==> src/rtl/code_loader_pkg.sv <==
// Shared types for the program loader: FSM states, write beat, lane-mask helper.
// No logic of its own; imported by the loader, its packer and the bus interface.
// Latency/backpressure: not applicable.
package code_loader_pkg;

  localparam int LOADER_WORD_BYTES = 4;
  localparam int LOADER_CNT_W      = 16;

  localparam logic [63:0] BEGINNING_TEXT = 64'h0000_0000_0000_0000;
  localparam logic [63:0] END_TEXT       = 64'h0000_0000_0000_0FFF;

  typedef enum logic [2:0] {
    ST_IDLE,
    ST_COLLECT,
    ST_WRITE,
    ST_VERIFY_RD,
    ST_VERIFY_CMP,
    ST_DONE,
    ST_ERROR
  } loader_state_t;

  typedef struct packed {
    logic [63:0]                  addr;
    logic [31:0]                  data;
    logic [LOADER_WORD_BYTES-1:0] be;
  } wr_beat_t;

  function automatic logic [LOADER_WORD_BYTES-1:0] lanes_to_mask(input logic [2:0] lanes);
    case (lanes)
      3'd0:    lanes_to_mask = 4'b0000;
      3'd1:    lanes_to_mask = 4'b0001;
      3'd2:    lanes_to_mask = 4'b0011;
      3'd3:    lanes_to_mask = 4'b0111;
      default: lanes_to_mask = 4'b1111;
    endcase
  endfunction

endpackage

==> src/rtl/code_loader_if.sv <==
// Byte stream, instruction-memory port and status bundle of the program loader.
// master = loader side, slave = host/memory/control side.
// Latency/backpressure: byte stream is valid/ready; memory port is strobe-only.
interface code_loader_if;
  import code_loader_pkg::*;

  logic                    iStart;
  logic                    iByteValid;
  logic [7:0]              iByteData;
  logic                    oByteReady;
  logic                    iEnd;
  logic                    oWriteEnable;
  logic                    oReadEnable;
  logic [7:0]              oByteEnable;
  logic [63:0]             oAddress;
  logic [63:0]             oWriteData;
  logic [31:0]             iReadData;
  logic                    oBusy;
  logic                    oDone;
  logic                    oError;
  logic [LOADER_CNT_W-1:0] oWordCount;

  modport master (
    input  iStart, iByteValid, iByteData, iEnd, iReadData,
    output oByteReady, oWriteEnable, oReadEnable, oByteEnable, oAddress,
           oWriteData, oBusy, oDone, oError, oWordCount
  );

  modport slave (
    output iStart, iByteValid, iByteData, iEnd, iReadData,
    input  oByteReady, oWriteEnable, oReadEnable, oByteEnable, oAddress,
           oWriteData, oBusy, oDone, oError, oWordCount
  );

endinterface

==> src/rtl/code_loader_packer.sv <==
// Little-endian byte-to-word packer: lane index, packing register, enable mask.
// word_nxt/mask_nxt are combinational and already include the byte accepted this cycle.
// Latency/backpressure: none; the FSM gates accept.
module code_loader_packer
  import code_loader_pkg::*;
(
  input  logic                         clk,
  input  logic                         rst,
  input  logic                         clear,
  input  logic                         accept,
  input  logic                         flush,
  input  logic [7:0]                   byte_dat,
  output logic [1:0]                   idx,
  output logic [31:0]                  word_nxt,
  output logic [LOADER_WORD_BYTES-1:0] mask_nxt
);

  logic [31:0] word_q;
  logic [1:0]  idx_q;

  always_comb begin
    word_nxt = word_q;
    if (accept) begin
      word_nxt[{idx_q, 3'b000} +: 8] = byte_dat;
    end
    mask_nxt = lanes_to_mask({1'b0, idx_q} + {2'b00, accept});
  end

  // The register is zeroed after every word so unreceived lanes of a flushed word read as 0.
  always_ff @(posedge clk) begin
    if (rst || clear || flush) begin
      word_q <= '0;
      idx_q  <= '0;
    end else if (accept) begin
      if (idx_q == 2'd3) begin
        word_q <= '0;
        idx_q  <= '0;
      end else begin
        word_q <= word_nxt;
        idx_q  <= idx_q + 2'd1;
      end
    end
  end

  assign idx = idx_q;

endmodule

==> src/rtl/code_loader.sv <==
// Program loader: packs a byte stream into 32-bit words, one write strobe per word; CODE_LOADER_VERIFY_EN adds read-back check.
// Latency: write strobe in the cycle after the last byte of a word; 5 cycles/word sustained (+RD_LATENCY+1 with verify).
// Backpressure: oByteReady is low outside COLLECT, so bytes stall during write/verify and after DONE/ERROR.
module code_loader
  import code_loader_pkg::*;
#(
  parameter logic [63:0] BASE_ADDR  = BEGINNING_TEXT,
  parameter logic [63:0] LIMIT_ADDR = END_TEXT,
  parameter int unsigned RD_LATENCY = 2
)
(
  input logic          iCLK,
  input logic          iRST,
  code_loader_if.master bus
);

  loader_state_t           state;
  wr_beat_t                wr_q;
  logic [63:0]             ptr;
  logic [LOADER_CNT_W-1:0] cnt_q;
  logic                    rdy_q;
  logic                    we_q;
  logic                    busy_q;
  logic                    done_q;
  logic                    err_q;
  logic                    flushed_q;

  logic [1:0]                   idx;
  logic [31:0]                  word_nxt;
  logic [LOADER_WORD_BYTES-1:0] mask_nxt;
  logic [64:0]                  ptr_end;
  logic                         byte_acc;
  logic                         overflow;
  logic                         start;
  logic                         pack_accept;
  logic                         pack_flush;

  assign byte_acc    = rdy_q && bus.iByteValid;
  // 65-bit compare so a region ending near the top of the address space cannot wrap.
  assign ptr_end     = {1'b0, ptr} + 65'd3;
  assign overflow    = ptr_end > {1'b0, LIMIT_ADDR};
  assign start       = bus.iStart && (state == ST_IDLE || state == ST_DONE || state == ST_ERROR);
  assign pack_accept = byte_acc && !overflow;
  assign pack_flush  = rdy_q && bus.iEnd && !(byte_acc && overflow);

  code_loader_packer u_packer (
    .clk      (iCLK),
    .rst      (iRST),
    .clear    (start),
    .accept   (pack_accept),
    .flush    (pack_flush),
    .byte_dat (bus.iByteData),
    .idx      (idx),
    .word_nxt (word_nxt),
    .mask_nxt (mask_nxt)
  );

`ifdef CODE_LOADER_VERIFY_EN
  localparam logic [7:0] RD_CNT_INIT = 8'(RD_LATENCY - 1);
  logic        re_q;
  logic [7:0]  rd_cnt;
  logic [31:0] lane_bits;
  assign lane_bits = {{8{wr_q.be[3]}}, {8{wr_q.be[2]}}, {8{wr_q.be[1]}}, {8{wr_q.be[0]}}};
`endif

  always_ff @(posedge iCLK) begin
    if (iRST) begin
      state     <= ST_IDLE;
      wr_q      <= '0;
      ptr       <= '0;
      cnt_q     <= '0;
      rdy_q     <= 1'b0;
      we_q      <= 1'b0;
      busy_q    <= 1'b0;
      done_q    <= 1'b0;
      err_q     <= 1'b0;
      flushed_q <= 1'b0;
`ifdef CODE_LOADER_VERIFY_EN
      re_q      <= 1'b0;
      rd_cnt    <= '0;
`endif
    end else begin
      case (state)
        ST_IDLE, ST_DONE, ST_ERROR: begin
          if (bus.iStart) begin
            state     <= ST_COLLECT;
            ptr       <= BASE_ADDR;
            wr_q      <= '{addr: BASE_ADDR, data: 32'h0, be: 4'h0};
            cnt_q     <= '0;
            rdy_q     <= 1'b1;
            busy_q    <= 1'b1;
            done_q    <= 1'b0;
            err_q     <= 1'b0;
            flushed_q <= 1'b0;
          end
        end
        ST_COLLECT: begin
          if (byte_acc && overflow) begin
            state  <= ST_ERROR;
            rdy_q  <= 1'b0;
            busy_q <= 1'b0;
            err_q  <= 1'b1;
          end else if ((byte_acc && (idx == 2'd3 || bus.iEnd)) || (bus.iEnd && idx != 2'd0)) begin
            state     <= ST_WRITE;
            rdy_q     <= 1'b0;
            we_q      <= 1'b1;
            wr_q.data <= word_nxt;
            wr_q.be   <= mask_nxt;
            flushed_q <= bus.iEnd;
          end else if (bus.iEnd) begin
            state  <= ST_DONE;
            rdy_q  <= 1'b0;
            busy_q <= 1'b0;
            done_q <= 1'b1;
          end
        end
        ST_WRITE: begin
          we_q  <= 1'b0;
          cnt_q <= cnt_q + LOADER_CNT_W'(1);
          ptr   <= ptr + 64'd4;
`ifdef CODE_LOADER_VERIFY_EN
          // Address stays on the written word until the compare is done.
          state  <= ST_VERIFY_RD;
          re_q   <= 1'b1;
          rd_cnt <= RD_CNT_INIT;
`else
          wr_q.addr <= ptr + 64'd4;
          if (flushed_q) begin
            state  <= ST_DONE;
            busy_q <= 1'b0;
            done_q <= 1'b1;
          end else begin
            state <= ST_COLLECT;
            rdy_q <= 1'b1;
          end
`endif
        end
`ifdef CODE_LOADER_VERIFY_EN
        ST_VERIFY_RD: begin
          if (rd_cnt == 8'd0) begin
            re_q  <= 1'b0;
            state <= ST_VERIFY_CMP;
          end else begin
            rd_cnt <= rd_cnt - 8'd1;
          end
        end
        ST_VERIFY_CMP: begin
          wr_q.addr <= ptr;
          if (((bus.iReadData ^ wr_q.data) & lane_bits) != 32'h0) begin
            state  <= ST_ERROR;
            busy_q <= 1'b0;
            err_q  <= 1'b1;
          end else if (flushed_q) begin
            state  <= ST_DONE;
            busy_q <= 1'b0;
            done_q <= 1'b1;
          end else begin
            state <= ST_COLLECT;
            rdy_q <= 1'b1;
          end
        end
`endif
        default: state <= ST_IDLE;
      endcase
    end
  end

  assign bus.oByteReady   = rdy_q;
  assign bus.oWriteEnable = we_q;
  assign bus.oByteEnable  = {4'b0000, wr_q.be};
  assign bus.oAddress     = wr_q.addr;
  assign bus.oWriteData   = {32'h0, wr_q.data};
  assign bus.oBusy        = busy_q;
  assign bus.oDone        = done_q;
  assign bus.oError       = err_q;
  assign bus.oWordCount   = cnt_q;

`ifdef CODE_LOADER_VERIFY_EN
  assign bus.oReadEnable  = re_q;
`else
  logic unused_verify;
  assign bus.oReadEnable  = 1'b0;
  assign unused_verify    = ^{bus.iReadData, RD_LATENCY[0]};
`endif

endmodule
==> src/flat_wrapper.sv <==
// flat-port wrapper written by rule: the top's interface ports become plain ports
module code_loader_flat import code_loader_pkg::*;
#(
  parameter logic [63:0] BASE_ADDR  = BEGINNING_TEXT,
  parameter logic [63:0] LIMIT_ADDR = END_TEXT,
  parameter int unsigned RD_LATENCY = 2
)
  (iCLK, iRST, bus_iStart, bus_iByteValid, bus_iByteData, bus_iEnd, bus_iReadData, bus_oByteReady, bus_oWriteEnable, bus_oReadEnable, bus_oByteEnable, bus_oAddress, bus_oWriteData, bus_oBusy, bus_oDone, bus_oError, bus_oWordCount);
  code_loader_if bus_i ();
  input logic iCLK;
  input logic iRST;
  input wire logic [$bits(bus_i.iStart)-1:0] bus_iStart;
  input wire logic [$bits(bus_i.iByteValid)-1:0] bus_iByteValid;
  input wire logic [$bits(bus_i.iByteData)-1:0] bus_iByteData;
  input wire logic [$bits(bus_i.iEnd)-1:0] bus_iEnd;
  input wire logic [$bits(bus_i.iReadData)-1:0] bus_iReadData;
  output wire logic [$bits(bus_i.oByteReady)-1:0] bus_oByteReady;
  output wire logic [$bits(bus_i.oWriteEnable)-1:0] bus_oWriteEnable;
  output wire logic [$bits(bus_i.oReadEnable)-1:0] bus_oReadEnable;
  output wire logic [$bits(bus_i.oByteEnable)-1:0] bus_oByteEnable;
  output wire logic [$bits(bus_i.oAddress)-1:0] bus_oAddress;
  output wire logic [$bits(bus_i.oWriteData)-1:0] bus_oWriteData;
  output wire logic [$bits(bus_i.oBusy)-1:0] bus_oBusy;
  output wire logic [$bits(bus_i.oDone)-1:0] bus_oDone;
  output wire logic [$bits(bus_i.oError)-1:0] bus_oError;
  output wire logic [$bits(bus_i.oWordCount)-1:0] bus_oWordCount;
  assign bus_i.iStart = bus_iStart;
  assign bus_i.iByteValid = bus_iByteValid;
  assign bus_i.iByteData = bus_iByteData;
  assign bus_i.iEnd = bus_iEnd;
  assign bus_i.iReadData = bus_iReadData;
  assign bus_oByteReady = bus_i.oByteReady;
  assign bus_oWriteEnable = bus_i.oWriteEnable;
  assign bus_oReadEnable = bus_i.oReadEnable;
  assign bus_oByteEnable = bus_i.oByteEnable;
  assign bus_oAddress = bus_i.oAddress;
  assign bus_oWriteData = bus_i.oWriteData;
  assign bus_oBusy = bus_i.oBusy;
  assign bus_oDone = bus_i.oDone;
  assign bus_oError = bus_i.oError;
  assign bus_oWordCount = bus_i.oWordCount;
  code_loader #(.BASE_ADDR(BASE_ADDR), .LIMIT_ADDR(LIMIT_ADDR), .RD_LATENCY(RD_LATENCY)) u_core (.iCLK(iCLK), .iRST(iRST), .bus(bus_i));
endmodule
==> config.mk <==
export PLATFORM = sky130hd
export DESIGN_NAME = code_loader_flat
export DESIGN_NICKNAME = d
export VERILOG_FILES = /design/src/rtl/code_loader_pkg.sv /design/src/rtl/code_loader_if.sv /design/src/rtl/code_loader_packer.sv /design/src/rtl/code_loader.sv /design/src/flat_wrapper.sv
export SDC_FILE = /design/constraint.sdc
export NUM_CORES = 1
export LEC_CHECK = 0
export ABC_AREA = 1
export BUFFER_PORTS_ARGS = -buffer_cell sky130_fd_sc_hd__buf_2
export CORE_ASPECT_RATIO = 0.75
export CORE_MARGIN = 10
export CORE_UTILIZATION = 45
export DETAILED_ROUTE_END_ITERATION = 16
export GPL_TIMING_DRIVEN = 1
export PLACE_DENSITY = 0.68
export SYNTH_ARGS = -nofsm -noshare
export SYNTH_HDL_FRONTEND = slang
export SYNTH_SLANG_ARGS = --single-unit
export TNS_END_PERCENT = 5
==> constraint.sdc <==
create_clock -name iCLK -period 3.1 [get_ports iCLK]
set_clock_uncertainty 0.2 [all_clocks]
set_input_delay 0.62 -clock iCLK [delete_from_list [all_inputs] [get_ports iCLK]]
set_output_delay 0.62 -clock iCLK [all_outputs]
set_load 0.01 [all_outputs]
==> results_dict.tcl <==
set metrics [dict create \
    place_congestion 0.931 \
    seq_area_um2 3140 \
    crit_path_top_delay_cell "ha_1" \
    worst_slack_ps 369 \
    numPlacedInstances 1746 \
    synthesis.area_um2 9240 \
    path_buf_inv 2 \
    relSlewSlack_pct 30.5 \
    nNetsFinal 1562 \
    synth_cell_types 53 \
    root_buffer "clkbuf_16" \
    place_hpwl_um 20900 \
    antenna_found_initial 0 \
    rr_worst_depth 8 \
    worstPathArrival_ps 2880 \
    ys_ff_latch 157 \
    cp_max_fo 11 \
    via_per_inst 5.38 \
    synth_edf_count 0 \
    wirelength_um 28900 \
    place_ws_ps 380 \
    swShare_pct 33.8 \
    clock_sinks 157 \
    grt_max_degree 83 \
    required_ps 3250 \
    clockBufferDepth 2 \
    nFillCells 2032 \
    end_kind "flip-flop" \
    r2r_end "u_core.bus.oWriteData[17]" \
    multi_input_area_um2 5140 \
    critPathKind "reg -> reg" \
    worst_hold_slack_ps 267 \
    drt_first_pass_iters 6 \
    wire_per_inst_um 16.2 \
    power_switching_mw 1.86 \
    io_pins 203 \
    status "finished, final reports clean" \
    setup_tns_ps 0 \
    r2r_start "u_core.u_packer.idx[0]" \
    internal-power_mw 3.64 \
    cts_setup_buffers 0 \
    fmax_mhz 366 \
    io_buffers 131 \
    setup_viol 0 \
    grt_first_pass_wirelength_um 45300 \
    ant_nets 0 \
    yosys_warnings 0 \
    synth_cells 1398 \
    hold_path_class "reg -> reg" \
    core-area_um2 20200 \
    num_rows 45 \
    antennaDiodeCount 0 \
    period_minus_slack_ps 2730 \
    grt_usage_pct 21.0 \
    vdd_drop_max_uv 371 \
    start_util_pct 45.7 \
    grt.overflow.total 0 \
    cap_viol_max_count 0 \
    slew_viol_final 0 \
    finalPower_mw 5.51 \
    crit_family "adder cells" \
    htree_num_levels 4 \
    num_vias 9558 \
    cts_buffers 17 \
    holdPathEnd "u_core.bus.oDone" \
    hold_path_depth 2 \
    crit_path_cell_trace "clkinv_1 -> ha_1 -> inv_1 -> nor2_1 -> a31oi_1 -> o21ai_0 -> nand3_1 -> a21oi_1" \
    final.period_utilization_pct 88.1 \
    cp-start-kind "flip-flop" \
    cp-startpoint "u_core.u_packer.idx[0]" \
    min_from "u_core.bus.oDone" \
    drc 0 \
    cts.clk_slew.worst_paths_ps 60 \
    die_area_um2 26700 \
    seqPwrFrac_pct 38.3 \
    max_stage_delay_ps 590 \
    power_frac_comb_pct 21.7 \
    cts_tree "done" \
    die_y_um 144 \
    fp.dieW_um 185 \
    syn_to_final_growth_pct 13.8 \
    power_density_nw_per_um2 524 \
    hold_viol_final 0 \
    leakage_nw 4.08 \
    synthFlopType "dfxtp_1" \
    instances_no_fill 1778 \
    worstMarginPinSlew_ps 1040 \
    r2r_slack_ps 370 \
    yosysSeqAreaShare_pct 34.0 \
    drt_iter0_drc 995 \
    clkPwrFrac_pct 40.1 \
    rsz0062_at_grt "no" \
    hold_buffers 0 \
    cts_resized 0 \
    synthArstFlopShare_pct 0 \
    avgSynthCellArea_um2 6.61 \
    grt_pass1_vias 8536 \
    drive_above_1_share_pct 16.2 \
    clkLatencyLatePin_ps 430 \
]
## registers in the layout, indices dropped and copies added (netlist names)
| register | cells |
|---|---|
| u_core.ptr | 62 |
| u_core.bus.oDone | 1 |
| u_core.bus.oWriteData | 32 |
| u_core.bus.oWriteEnable | 1 |
| u_core.state | 3 |
| u_core.flushed_q | 1 |
| u_core.bus.oBusy | 1 |
| u_core.u_packer.word_q | 32 |
| u_core.bus.oByteReady | 1 |
| u_core.bus.oError | 1 |
| u_core.bus.oByteEnable | 4 |
| u_core.u_packer.idx | 2 |
| u_core.bus.oWordCount | 16 |
## per-stage QoR
step	utilization, %	area, µm²
finish	52.0	10500
global route	52.0	10500
CTS	52.0	10500
detailed placement	49.0	9900
global placement	49.0	9900
floorplan	-	9380
## worst max-delay path by stage
stage	end	slack, ps	cells past startpoint
floorplan	u_core.bus.oByteEnable[0]	450	15
global route	u_core.bus.oWriteData[17]	120	8
detailed placement	u_core.bus.oWriteData[11]	380	10
finish	u_core.bus.oWriteData[17]	370	8
global placement	u_core.bus.oWriteData[11]	420	10
CTS	u_core.bus.oWriteData[24]	350	10
## kinds of logic after synthesis
family,Yosys count,share of synthesized area (%)
flops,157,34.0
buf+inv,225,11.9
xor+xnor,5,0.474
simple gates,749,37.0
compound gates,251,15.2
other cells,1,0.0406
fa+ha+maj,10,1.35
## Yosys cell counts, drive strengths merged (2+ instances only)
master  instances  area (µm²)
a211oi          5        37.5
a21boi          7        52.6
a21oi         134         708
a221oi          6        52.6
a22oi           3        22.5
a31oi           7        43.8
buf            76         537
clkbuf         20        75.1
clkinv          2        7.51
dfxtp         157        3140
ha             10         125
inv           127         482
nand2         336        1320
nand3         173         936
nand4          29         196
nor2          155         653
nor3           39         205
nor3b           4        30.0
nor4            2        12.5
o21a            2        15.0
o21ai          76         380
o31ai           5        37.5
or2            10        62.6
xnor2           2        17.5
xor2            3        26.3
## cell type report
type,count,share of cell area [%]
Inverter,129,4.65
Multi-Input combinational cell,1054,48.9
Tap cell,258,3.07
Clock buffer,18,4.08
Clock inverter,14,1.73
Timing Repair Buffer,148,7.69
Sequential cell,157,29.9
## power groups by stage
stage          logic (mW)  registers [mW]  clock network, mW
2_1_floorplan       0.903            2.16                  0
3_3_place_gp         1.16            2.15                  0
3_5_place_dp         1.18            2.15                  0
4_1_cts              1.18            2.11               2.24
5_1_grt              1.34            2.11               2.32
6_report             1.19            2.11               2.21
## cells in the final DEF (no fill, tap or decap), types with 7 or more instances in the layout
master,netlist,layout
or2_2,8,8
a21oi_1,124,124
inv_6,1,7
nor2_2,7,7
o21ai_0,57,57
clkbuf_16,0,17
buf_2,22,131
nand3_1,159,159
nand3_2,14,14
nand4_1,28,28
a31oi_1,7,7
nand2_1,325,324
buf_4,42,15
a21boi_0,7,7
nand2_2,7,8
conb_1,1,39
ha_1,10,10
o21ai_1,19,19
nor3_1,37,37
nor2_1,142,142
a21oi_2,10,10
inv_1,120,120
dfxtp_1,157,157
## worst register-to-register path, stage by stage, from the launching register on
cell      delay, ps
dfxtp_1         330
clkinv_1        270
ha_1            590
inv_1           200
nor2_1          370
a31oi_1         170
o21ai_0         250
nand3_1         140
a21oi_1         140
## routing by layer
metal / wire, µm / track usage (%) / vias to the layer above
met2: 11900 / 30.1 / 373
met5: 0 / 0 / -
met4: 419 / 5.72 / 0
li1: - / - / 4787
met1: 14000 / 30.5 / 4370
met3: 2580 / 4.81 / 28
No activity file was read; power rests on OpenSTA's default activity.
